File: src/rtl/pipe_stage_reg.sv
// Handshaked pipeline-stage register for the 16-bit MIPS pipeline (ID/EX, EX/MEM, MEM/WB).
// Optional 2-entry skid buffer, synchronous flush, bubble insertion and a saturating stall counter.
module pipe_stage_reg #(
    parameter int unsigned              DATA_W      = 64,
    parameter int unsigned              CTRL_W      = 14,
    parameter logic [CTRL_W-1:0]        CTRL_BUBBLE = '0,
    parameter int unsigned              SKID        = 1,
    parameter int unsigned              CNT_W       = 8
) (
    input  logic              clk,
    input  logic              rst_n,
    input  logic              flush,
    input  logic              in_valid,
    output logic              in_ready,
    input  logic [DATA_W-1:0] in_data,
    input  logic [CTRL_W-1:0] in_ctrl,
    output logic              out_valid,
    input  logic              out_ready,
    output logic [DATA_W-1:0] out_data,
    output logic [CTRL_W-1:0] out_ctrl,
    output logic [CNT_W-1:0]  stall_cnt,
    output logic [1:0]        occupancy
);

    localparam logic [1:0] StEmpty = 2'd0;
    localparam logic [1:0] StOne   = 2'd1;
    localparam logic [1:0] StTwo   = 2'd2;

    localparam logic [CNT_W-1:0] CntMax = '1;

    logic [1:0]        state_q, state_d;
    logic [DATA_W-1:0] main_data_q, main_data_d;
    logic [CTRL_W-1:0] main_ctrl_q, main_ctrl_d;
    logic [DATA_W-1:0] skid_data_q, skid_data_d;
    logic [CTRL_W-1:0] skid_ctrl_q, skid_ctrl_d;
    logic              in_ready_q, in_ready_d;
    logic [CNT_W-1:0]  stall_q, stall_d;
    logic              in_xfer, out_xfer;

    assign out_valid = (state_q != StEmpty);
    assign in_ready  = (SKID != 0) ? in_ready_q : (!out_valid || out_ready);
    assign in_xfer   = in_valid && in_ready;
    assign out_xfer  = out_valid && out_ready;

    assign out_data  = main_data_q;
    assign out_ctrl  = out_valid ? main_ctrl_q : CTRL_BUBBLE;
    assign stall_cnt = stall_q;
    assign occupancy = state_q;

    always_comb begin
        state_d     = state_q;
        main_data_d = main_data_q;
        main_ctrl_d = main_ctrl_q;
        skid_data_d = skid_data_q;
        skid_ctrl_d = skid_ctrl_q;
        case (state_q)
            StEmpty: begin
                if (in_xfer) begin
                    state_d     = StOne;
                    main_data_d = in_data;
                    main_ctrl_d = in_ctrl;
                end
            end
            StOne: begin
                if (in_xfer && out_xfer) begin
                    main_data_d = in_data;
                    main_ctrl_d = in_ctrl;
                end else if (in_xfer) begin
                    // Only reachable with the skid buffer; without it in_ready implies out_ready.
                    state_d     = StTwo;
                    skid_data_d = in_data;
                    skid_ctrl_d = in_ctrl;
                end else if (out_xfer) begin
                    state_d = StEmpty;
                end
            end
            StTwo: begin
                if (out_xfer) begin
                    state_d     = StOne;
                    main_data_d = skid_data_q;
                    main_ctrl_d = skid_ctrl_q;
                end
            end
            default: state_d = StEmpty;
        endcase
        if (flush) begin
            state_d = StEmpty;
        end
    end

    assign in_ready_d = (state_d != StTwo);

    // Stalls are counted regardless of flush; only reset clears the counter.
    always_comb begin
        stall_d = stall_q;
        if (out_valid && !out_ready && (stall_q != CntMax)) begin
            stall_d = stall_q + CNT_W'(1);
        end
    end

    always_ff @(posedge clk or negedge rst_n) begin
        if (!rst_n) begin
            state_q     <= StEmpty;
            main_data_q <= '0;
            main_ctrl_q <= CTRL_BUBBLE;
            skid_data_q <= '0;
            skid_ctrl_q <= CTRL_BUBBLE;
            in_ready_q  <= 1'b1;
            stall_q     <= '0;
        end else begin
            state_q     <= state_d;
            main_data_q <= main_data_d;
            main_ctrl_q <= main_ctrl_d;
            skid_data_q <= skid_data_d;
            skid_ctrl_q <= skid_ctrl_d;
            in_ready_q  <= in_ready_d;
            stall_q     <= stall_d;
        end
    end

endmodule

File: config.mk
export PLATFORM = sky130hd
export DESIGN_NAME = pipe_stage_reg
export DESIGN_NICKNAME = d
export VERILOG_FILES = /design/src/rtl/pipe_stage_reg.sv
export SDC_FILE = /design/constraint.sdc
export NUM_CORES = 1
export LEC_CHECK = 0
export ABC_AREA = 0
export CAP_MARGIN = 5
export CORE_MARGIN = 1.5
export CORE_UTILIZATION = 30
export CTS_CLUSTER_DIAMETER = 200
export DETAILED_ROUTE_END_ITERATION = 8
export PLACE_DENSITY = 0.53
export SYNTH_ARGS = -nofsm -noshare
export SYNTH_HDL_FRONTEND = slang
export SYNTH_SLANG_ARGS = --single-unit
File: constraint.sdc
create_clock -name clk -period 2 [get_ports clk]
set_input_delay 0.4 -clock clk [delete_from_list [all_inputs] [get_ports clk]]
set_output_delay 0.4 -clock clk [all_outputs]
set_load 0.02 [all_outputs]
==> summary.txt <==
WS Path Type = reg2out
Post-synth top area share = 0.591
Largest family of logic cells by synthesized area = simple AND/OR/NAND/NOR gates
Aggregate global-route resource usage = 0.153
Run status = completed
CP Launch Type = flip-flop
Final min period = 1910 ps
Req. time, crit path = 1600 ps
Post-synthesis simple-gate area fraction = 0.158
Post-layout util = 0.442
Crit share post-route = 0.954
Top cells by area, synth = dfrtp_1 59%, mux2_2 9.8%, nand2_1 8.5%
Source-to-sink clock delay at the later pin of the worst-skew pair = 420 ps
Gate Count Post-Synth = 661
Core Rows = 55
Synth Area in Compound Gates = 0.0783
Register bit count reported by yosys = 167
Setup TNS = 0 ps
Detailed-route via count = 5312
Yosys top cell by area = dfrtp_1
GPL Wtd Cong = 0.790
Full die area = 0.0244 mm^2
Max-Cap Viols = 0
CTS Sinks = 167
Synth unique cells = 32
Nets = 928
Register Area = 0.00418 mm^2
WP data arrival = 1510 ps
First-pass GRT wire length = 29000 um
Mapped Nets = 745
N_diodes = 0
DIE HEIGHT = 156 um
Routed vias/inst = 4.54
Total congestion overflow = 0
Placeable Area = 0.0228 mm^2
CTS buffer count = 17
PD cells = 1050 mW/mm^2
Worst IR Drop VDD = 0.469 mV
Clock root buffer = clkbuf_16
Crit-path max FO = 17
Area Overhead vs Synth = 43.5%
Drt total wl = 17600 um
Final HPWL DP = 11900 um
Internal reg-to-reg setup slack = 250 ps
CTS tree = built
Mean Syn Cell Area = 10.6 um^2
Fin. Hold Viols = 0
Fill count = 2224
Critical path endpoint category = primary output
Initial antenna violation count = 1
Largest net degree at the start of global routing = 55
R2R depth = 6
Die Wd = 156 um
Slew HR = 0.729
Number of slew-limit violations in the final report = 0
Post-route ant nets = 0
Leakage Power = 0.00427 uW
Tightest Pin Transition = 407 ps
Max Fclk = 524 MHz
DR iter-0 viols = 182
Share of the yosys chip area belonging to registers = 0.594
Post-Syn Area = 0.00703 mm^2
Clock buffer depth = 2
Worst flop-to-flop path endpoint = skid_ctrl_q[4]
Unrepaired setup endpoints after global routing = false
Synth Area in Adders = 0.00178
Post-Synth XOR/XNOR Area = 0.00374
Io pins = 173
Port bufs = 172
Share of post-route cells with drive strength above 1 = 0.158
Multi-input gate area = 0.00266 mm^2
Final number of setup-violating endpoints = 0
Vias in the first global route = 5280
Worst Skew = 11.8 ps
Proportion of synthesized area in mux cells = 0.131
Htree depth = 4
WL/cell = 15.1 um
Initial DRT Pass Iterations = 4
Starting Density = 0.308
Min-delay worst type = in2async
Reg-to-reg critical path startpoint = occupancy[0]
DRC Markers = 0
Clk pin slew, worst setup/hold paths = 70 ps
Synth warn = 0
how the worst max path moves through the flow:
| stage | depth (start not counted) | slack, ps | to | from |
|---|---|---|---|---|
| 6_report | 4 | 90 | out_ctrl[11] | occupancy[1] |
| 5_1_grt | 4 | 20 | out_ctrl[11] | occupancy[1] |
| 4_1_cts | 4 | 50 | out_ctrl[11] | occupancy[1] |
| 3_5_place_dp | 6 | -120 | skid_data_q[27] | out_ready |
| 3_3_place_gp | 6 | -120 | skid_data_q[33] | out_ready |
| 2_1_floorplan | 4 | 190 | out_valid | occupancy[1] |
routing by layer:
| metal | share of wire | global-route usage | vias to the layer above |
|---|---|---|---|
| met5 | 0.00074 | 0 | - |
| met4 | 0.0080 | 0.0367 | 2 |
| met3 | 0.053 | 0.0461 | 12 |
| met2 | 0.46 | 0.237 | 122 |
| met1 | 0.48 | 0.210 | 2567 |
| li1 | - | - | 2609 |
cell type report:
| cell class | count | share of cell area |
|---|---|---|
| Multi-Input combinational cell | 447 | 0.264 |
| Tap cell | 313 | 0.0388 |
| Clock inverter | 8 | 0.0108 |
| Timing Repair Buffer | 209 | 0.221 |
| Inverter | 2 | 0.000744 |
| Sequential cell | 167 | 0.414 |
| Clock buffer | 24 | 0.0507 |
cells in the mapped netlist, drive strengths merged:
| cell | count |
|---|---|
| o21ai | 1 |
| mux2i | 1 |
| o21a | 2 |
| a31oi | 78 |
| nor2b | 16 |
| mux2 | 81 |
| ha | 1 |
| nand3 | 5 |
| buf | 29 |
| o31ai | 1 |
| nand2b | 2 |
| nand3b | 1 |
| o211ai | 1 |
| nand4b | 1 |
| and2 | 1 |
| a21oi | 2 |
| a211o | 1 |
| dfstp | 1 |
| xnor2 | 3 |
| inv | 2 |
| nor3 | 1 |
| dfrtp | 166 |
| nor2 | 81 |
| nand2 | 160 |
| o22a | 1 |
| clkbuf | 16 |
| nand4 | 3 |
| and3 | 2 |
| nor3b | 1 |
kinds of logic (layout without fill, tap and decap cells):
logic type | after synthesis | in the layout
fa+ha+maj | 1 | 1
xor+xnor | 3 | 3
compound gates | 87 | 87
simple gates | 274 | 274
flops | 167 | 167
mux | 82 | 82
buf+inv | 47 | 243
critical path: stages, from the launching register on:
cell	delay [ps]
dfrtp_1	380
nor2_2	150
buf_12	170
nor2b_1	70
dlygate4sd2_1	320
cells in the final DEF (no fill, tap or decap), types with 3 or more instances in the layout:
cell type	count
xnor2_1	3
nor2b_1	15
nand4_1	3
nor2_1	80
buf_4	16
clkbuf_8	6
a31oi_1	78
nand2_1	160
clkdlybuf4s50_1	153
dfrtp_1	166
mux2_2	61
clkinvlp_4	3
nand3_1	5
inv_6	3
buf_12	20
clkbuf_16	17
dlygate4sd2_1	18
mux2_1	20
flip-flops by register name, indices dropped and copies added, names as in the netlist:
| signal | flops |
|---|---|
| out_data | 64 |
| skid_data_q | 64 |
| main_ctrl_q | 14 |
| skid_ctrl_q | 14 |
| stall_cnt | 8 |
| occupancy | 2 |
| in_ready | 1 |
metrics by stage:
stage / area (um^2) / power, uW / hold slack (ps) / std cells / setup slack [ps]
2_1_floorplan: 7030 / 5950 / 104 / 661 / 193
3_3_place_gp: 9490 / 7210 / 351 / 1137 / -122
3_5_place_dp: 9490 / 7270 / 347 / 1137 / -121
4_1_cts: 10100 / 10700 / 469 / 1170 / 47.8
5_1_grt: 10100 / 11200 / 476 / 1170 / 16.1
6_report: 10100 / 10600 / 462 / 1170 / 92.8
repair_timing:
item / CTS / global route
endpoints found under the setup margin: 18 / 0
hold buffers: 1 / 0
setup buffers: 0 / 0
endpoints found under the hold margin: 36 / 0
resized for setup: 18 / 0
power by group:
part | internal (uW) | leakage [uW] | switching, uW
combinational | 1360 | 0.00203 | 1140
clock | 2060 | 0.000296 | 1370
sequential | 4180 | 0.00194 | 468
total | 7600 | 0.00427 | 2970
Power figures use the tool's default switching activity.
